[config.mk]
export PLATFORM = sky130hd
export DESIGN_NAME = queue_issue
export DESIGN_NICKNAME = d
export VERILOG_FILES = /design/src/rtl/queue_pkg.sv /design/src/rtl/queue_issue_select.sv /design/src/rtl/queue_issue.sv
export SDC_FILE = /design/constraint.sdc
export NUM_CORES = 1
export LEC_CHECK = 0
export CAP_MARGIN = 20
export CELL_PAD_IN_SITES_DETAIL_PLACEMENT = 1
export CELL_PAD_IN_SITES_GLOBAL_PLACEMENT = 2
export CORE_ASPECT_RATIO = 0.75
export CORE_MARGIN = 10
export CORE_UTILIZATION = 25
export DETAILED_ROUTE_END_ITERATION = 12
export PLACE_DENSITY = 0.8
export SYNTH_ARGS = -nofsm -noshare
export SYNTH_HDL_FRONTEND = slang
export SYNTH_SLANG_ARGS = --single-unit
export TNS_END_PERCENT = 5
[constraint.sdc]
create_clock -name i_clk -period 5 [get_ports i_clk]
set_input_delay 1.5 -clock i_clk [delete_from_list [all_inputs] [get_ports i_clk]]
set_output_delay 1.5 -clock i_clk [all_outputs]
set_load 0.02 [all_outputs]
[src/rtl/queue_pkg.sv]
// queue_pkg: shared occupancy-width helper and slot index type for queue and queue_issue (supports Size up to MAX_SIZE)
package queue_pkg;
  localparam int MAX_SIZE = 16;
  typedef logic [$clog2(MAX_SIZE)-1:0] slot_idx_t;
  function automatic int size_w(input int size);
    return $clog2(size + 1);
  endfunction
endpackage

[src/rtl/queue_issue_select.sv]
// queue_issue_select: combinational prefix-count pairing of candidate slots to free ports (cand, free -> sel_valid, sel_idx, pop; QUEUE_ISSUE_IN_ORDER_EN keeps only the leading run of candidates)
module queue_issue_select
  import queue_pkg::*;
#(
  parameter int Size      = 4,
  parameter int Consumers = 2
) (
  input  logic [Size-1:0]                 cand,
  input  logic [Consumers-1:0]            free,
  output logic [Consumers-1:0]            sel_valid,
  output slot_idx_t [Consumers-1:0]       sel_idx,
  output logic [Size-1:0]                 pop
);
  logic [Size-1:0] c;
  int nf;
  int nc;
  int prank [Consumers];
  always_comb begin
    c = cand;
`ifdef QUEUE_ISSUE_IN_ORDER_EN
    for (int s = 1; s < Size; s++) c[s] = c[s] & c[s-1];
`else
`endif
    nf = 0;
    nc = 0;
    pop = '0;
    sel_valid = '0;
    sel_idx = '0;
    for (int p = 0; p < Consumers; p++) begin
      prank[p] = nf;
      nf = nf + int'(free[p]);
    end
    for (int s = 0; s < Size; s++) begin
      pop[s] = c[s] && (nc < nf);
      for (int p = 0; p < Consumers; p++) begin
        if (c[s] && free[p] && prank[p] == nc) begin
          sel_valid[p] = 1'b1;
          sel_idx[p] = slot_idx_t'(s);
        end
      end
      nc = nc + int'(c[s]);
    end
  end
endmodule

[src/rtl/queue_issue.sv]
// queue_issue: oldest-first issue picker popping queue slots (i_size, i_data, i_eligible -> o_pop) onto registered consumer ports (o_valid, o_data, i_accept); QUEUE_ISSUE_IN_ORDER_EN selects program-order issue
module queue_issue
  import queue_pkg::*;
#(
  parameter int  Size      = 4,
  parameter type T         = logic [3:0],
  parameter int  Consumers = 2
) (
  input  logic                      i_clk,
  input  logic                      i_rst_n,
  input  logic [size_w(Size)-1:0]   i_size,
  input  T [Size-1:0]               i_data,
  input  logic [Size-1:0]           i_eligible,
  output logic [Size-1:0]           o_pop,
  output logic [Consumers-1:0]      o_valid,
  output T [Consumers-1:0]          o_data,
  input  logic [Consumers-1:0]      i_accept
);
  logic [Size-1:0] cand;
  logic [Size-1:0] pop;
  logic [Consumers-1:0] free;
  logic [Consumers-1:0] sel_valid;
  slot_idx_t [Consumers-1:0] sel_idx;
  T [Consumers-1:0] nxt_data;
  assign free = ~o_valid | i_accept;
  assign o_pop = i_rst_n ? pop : '0;
  for (genvar s = 0; s < Size; s++) begin : g_cand
    assign cand[s] = i_eligible[s] && (s < int'(i_size));
  end
  queue_issue_select #(.Size(Size), .Consumers(Consumers)) u_select (
    .cand      (cand),
    .free      (free),
    .sel_valid (sel_valid),
    .sel_idx   (sel_idx),
    .pop       (pop)
  );
  always_comb begin
    nxt_data = o_data;
    for (int p = 0; p < Consumers; p++)
      for (int s = 0; s < Size; s++)
        if (sel_valid[p] && sel_idx[p] == slot_idx_t'(s)) nxt_data[p] = i_data[s];
  end
  always_ff @(posedge i_clk) begin
    if (!i_rst_n) begin
      o_valid <= '0;
      o_data <= '0;
    end else begin
      for (int p = 0; p < Consumers; p++) begin
        if (free[p]) begin
          o_valid[p] <= sel_valid[p];
          o_data[p] <= nxt_data[p];
        end
      end
    end
  end
endmodule
After elaboration in Yosys (flattened, before gate mapping)
Cells that the tools add are included.
Storage, ports and cells
  logic and storage cells: 90
  input port bits: 27
  output and inout bits: 14
  register bits: 10
Operators by class
  muxes and demuxes: 23
  bitwise logic cells: 2
  magnitude comparators: 8
  eq/ne operators: 9
  reductions and logical operators: 41
  add/sub/neg operators: 3
Operators with widths (number)
  $logic_not 32->1: 4
  $eq 2x32->1: 2
  $lt 32x32->1: 2
  $mux 4: 9
  $add 32x2->32: 1
  $lt 1x32->1 const A: 1
  $lt 2x32->1: 1
  $logic_and 1x1->1: 31
  $eq 4x2->1 const B: 4
  $mux 1: 10
  $eq 4x1->1 const B: 2
  $logic_not 4->1: 2
  $mux 2: 4
  $reduce_bool 4->1: 2
  $lt 1x3->1 const A: 2
  $lt 2x3->1 const A: 2
  $add 1x1->2: 2
  $reduce_and 2->1: 2
  $not 2->2: 1
  $or 2x2->2: 1
  $eq 1x1->1: 1

Logic depth before layout (Yosys ltp)
Gate-level depths: netlist (run 1).
  depth after elaboration: 13
  gate-level depth with buffers: 11
  gate-level depth less buffers: 10

By module
Synthesis (run 1) repeated with hierarchy kept, for this count alone.
Second synthesis, totals
  cell total of the unflattened synthesis: 128
  area, all modules: 1127.3 µm²
Modules (own cells, without submodules)
  queue_issue: cells each 80, sequential area each 200.2 µm², area each 720.7 µm², instances 1
  queue_issue_select: cells each 48, sequential area each 0.0 µm², area each 406.6 µm², instances 1

Least setup slack after synthesis (run 1)
Ideal clock, no wire load.
  path kind: input -> output
  from: input port i_accept[1]
  to: output port o_pop[2]
  stages: 7
  slack: -271 ps
  data required time: 3500 ps
  arrival time: 3771 ps
  cell sequence: nand2b_1 -> clkbuf_1 -> clkbuf_1 -> ha_1 -> inv_1 -> ha_1 -> a2111oi_0
On the way
  word-level cells in the longest chain between the ends: 5
Ends and longest elaborated chain
  start: declaration: line queue_issue.sv:17  | input logic [Consumers-1:0] i_accept
  $or 2x2->2: line queue_issue.sv:25  | assign free = ~o_valid | i_accept;
  named net free[1]: line queue_issue.sv:21  | logic [Consumers-1:0] free;
  $add 1x1->2: line queue_issue_select.sv:31  | nf = nf + int'(free[p]);
  $lt 32x32->1: line queue_issue_select.sv:34  | pop[s] = c[s] && (nc < nf);
  $logic_and 1x1->1: line queue_issue_select.sv:34
  $mux 4: line queue_issue.sv:26  | assign o_pop = i_rst_n ? pop : '0;
  end: declaration: line queue_issue.sv:14  | output logic [Size-1:0] o_pop,
The timed path passes the listed nets, and every way through them passes these cells.

Worst setup path in the final report (run 1)
  from: input port i_eligible[0]
  to: output port o_pop[3]
On the way
  word-level cells in the longest chain between the ends: 6
Ends and longest elaborated chain
  start: declaration: line queue_issue.sv:13  | input logic [Size-1:0] i_eligible,
  $logic_and 1x1->1: line queue_issue.sv:28  | assign cand[s] = i_eligible[s] && (s < int'(i_size));
  $add 1x1->2: line queue_issue_select.sv:41  | nc = nc + int'(c[s]);
  $add 32x2->32: line queue_issue_select.sv:41
  $lt 32x32->1: line queue_issue_select.sv:34
  $logic_and 1x1->1: line queue_issue_select.sv:34
  $mux 4: line queue_issue.sv:26
No other way between the ends.

==> results of run 1 <==
==> routing by layer <==
| layer | global-route usage (%) | vias up | part of all wire, % |
|---|---|---|---|
| met4 | 1.74 | 0 | 0.52 |
| met1 | 14.6 | 634 | 46 |
| met2 | 18.7 | 41 | 48 |
| met3 | 2.89 | 2 | 5.5 |
| met5 | 0 | - | 0 |
| li1 | - | 620 | - |
==> sequential cells by signal, indices dropped and copies added (netlist names) <==
signal and flops:
o_data 8, o_valid 2
==> cell usage in the layout, fill, tap and decap left out, drive strengths merged, types with 6 or more instances in the layout <==
cell type / n
a21oi: 10
buf: 18
clkdlybuf4s50: 34
dfxtp: 10
ha: 8
inv: 8
nand2: 9
nand3: 7
nor2: 6
o21ai: 9
o221ai: 7
==> worst paths after layout <==
path | to | cells after the start | slack (ns) | startpoint
setup / recovery | o_pop[3] | 7 | 0.17 | i_eligible[0]
hold / removal | o_data[6] | 1 | 0.56 | o_data[6]
setup reg to reg | o_data[6] | 8 | 2.88 | o_valid[0]
hold reg to reg | o_data[6] | 1 | 0.56 | o_data[6]
==> area by class of cell <==
type	instances	share of cell area, %
Multi-Input combinational cell	106	49.4
Clock buffer	4	3.15
Timing Repair Buffer	56	29.3
Inverter	9	2.65
Sequential cell	10	11.5
Tap cell	57	4.08
==> cells in the mapped netlist (2+ instances only) <==
cell / number / area, um^2
nand3_1: 7 / 35.0
nand4_1: 4 / 25.0
o221ai_1: 7 / 61.3
o21ai_1: 2 / 10.0
clkbuf_1: 4 / 15.0
ha_1: 8 / 100
o21ai_0: 7 / 35.0
a21oi_1: 10 / 50.1
dfxtp_1: 10 / 200
buf_2: 2 / 10.0
a221oi_1: 4 / 35.0
a22o_1: 3 / 26.3
nor3_1: 2 / 10.0
a31oi_1: 4 / 25.0
o311a_1: 3 / 30.0
nand2_1: 9 / 33.8
a21o_1: 2 / 15.0
fa_1: 2 / 40.0
inv_1: 4 / 15.0
a22oi_1: 2 / 15.0
nor2_1: 6 / 22.5
and3_1: 2 / 12.5
a2111oi_0: 2 / 17.5
and2_1: 2 / 12.5
nand2b_1: 2 / 12.5
inv_2: 3 / 11.3
==> worst max-delay path, stage by stage <==
cell and delay [ns]:
clkdlybuf4s50_1 0.53, o31ai_4 0.12, ha_4 0.29, ha_1 0.18, fa_1 0.41, a21oi_1 0.14
buf_4 0.16
==> power breakdown <==
part	total, mW	internal (mW)	switching (mW)
Combinational	0.217	0.103	0.114
Clock	0.103	0.0693	0.0332
Sequential	0.0996	0.0919	0.00765
Total	0.419	0.264	0.155
==> per-stage QoR <==
| step | utilization, % | instance area (um^2) | std cells | hold WS, ns | power [mW] |
|---|---|---|---|---|---|
| final | 39.6 | 1750 | 242 | 0.556 | 0.419 |
| after global routing | 39.6 | 1750 | 242 | 0.583 | 0.447 |
| after CTS | 39.5 | 1750 | 242 | 0.553 | 0.423 |
| after detailed placement | 38.0 | 1680 | 237 | 0.546 | 0.317 |
| after global placement | 38.0 | 1680 | 237 | 0.532 | 0.312 |
| after floorplan | - | 1140 | 132 | 0.619 | 0.225 |
==> timing repair <==
action	in CTS	in global routing
gates resized for setup	15	1
setup buffers	1	0
pin swaps	2	0
endpoints found under the setup margin	2	1
==> kinds of logic (layout without fill, tap and decap cells) <==
kind of cell	Yosys count	in the layout	synth area share [%]
AO/OA/AOI/OAI	54	54	36.9
AND/OR/NAND/NOR	38	38	18.4
buffers and inverters	16	69	8.06
adder cells (fa/ha/maj)	10	10	12.4
flip-flops	10	10	17.7
XOR/XNOR	3	3	4.64
multiplexers	1	1	1.99
==> impl_metrics.tcl, run 1 <==
set metrics [dict create \
    status "complete, no violations" \
    fp.coreArea_um2 4410 \
    wl_per_cell_um 18.4 \
    initial_core_util_pct 25.7 \
    drtPass1Iterations 4 \
    nets 223 \
    fin_crit_ns 4.83 \
    syn_area_um2 1130 \
    clock_skew_ns 0.00158 \
    post-route-period-util_pct 96.6 \
    tightest_slew_ns 0.635 \
    multiInputGateArea_um2 863 \
    cap_violations 0 \
    viasPerCell 5.36 \
    fin_ws_ns 0.169 \
    die_h_um 78.3 \
    ys_ff_latch 10 \
    final_hold_viol_count 0 \
    synth_edf_count 0 \
    hold_buffers 0 \
    port_buffers 40 \
    area.sequential_um2 200 \
    synth.distinct_cells 45 \
    gp_congestion 0.894 \
    drcViolationCount 0 \
    avgSynthCellArea_um2 8.59 \
    rows 21 \
    crit_fanout 3 \
    boundaryPins 41 \
    place_ws_ns -0.586 \
    grt_overflow_total 0 \
    area_growth_pct 54.2 \
    end_kind "output pin" \
    slew_violations 0 \
    antenna_found_initial 0 \
    synth-main-ff-cell "dfxtp_1" \
    clock_sinks 10 \
    power.density_nw_per_um2 240 \
    first_iter_violations 88 \
    rsz0062_at_grt "no" \
    grt_pass1_wl_mm 7.27 \
    die_area_um2 7660 \
    slew_headroom_pct 57.3 \
    h-tree-depth 1 \
    leakage_nw 0.729 \
    critPathKind "primary input to output pin" \
    routed_wl_mm 4.46 \
    cts_tree "yes" \
    grtUsageTotal_pct 11.3 \
    report.final.setup_viol 0 \
    finalSetupTns_ns 0 \
    synth_cells 132 \
    cts_max_path_buffers 2 \
    chipWidth_um 97.8 \
    ir_drop_mv 0.113 \
    antenna_cells 0 \
    async_reset_ff_share_pct 0 \
    post-dp-hpwl_mm 3.69 \
    synth.net_count 169 \
    critPathLaunchType "primary input" \
    grt_pass1_vias 1364 \
    hold_class "flop to flop" \
    yosys_warnings 0 \
    cts-root-buf "clkbuf_8" \
    vias 1297 \
    grt_max_degree 17 \
    clk-insertion-delay-late_ns 0.24 \
    ant_nets 0 \
    cts_inserted_buffers 3 \
    drive_above_1_share_pct 20.0 \
    crit_arrival_ns 3.33 \
    clkTransAtPathRegs_ns 0.05 \
    synth-seq-area-share_pct 17.7 \
    fmax_mhz 207 \
    fillCellCount 531 \
    critPathRequiredTime_ns 3.50 \
]
No activity file was read; power rests on OpenSTA's default activity.
==> run 2: changes to the inputs <==
Settings changed: CTS_CLUSTER_DIAMETER set to 120, CTS_CLUSTER_SIZE set to 12.
==> results of run 2 <==
No change in the layout: final DEF, timing and power equal those of run 1.
==> run 3: changes to the inputs <==
Settings changed: TNS_END_PERCENT 5 to not set.
==> results of run 3 <==
No change in the layout: final DEF, timing and power equal those of run 1.
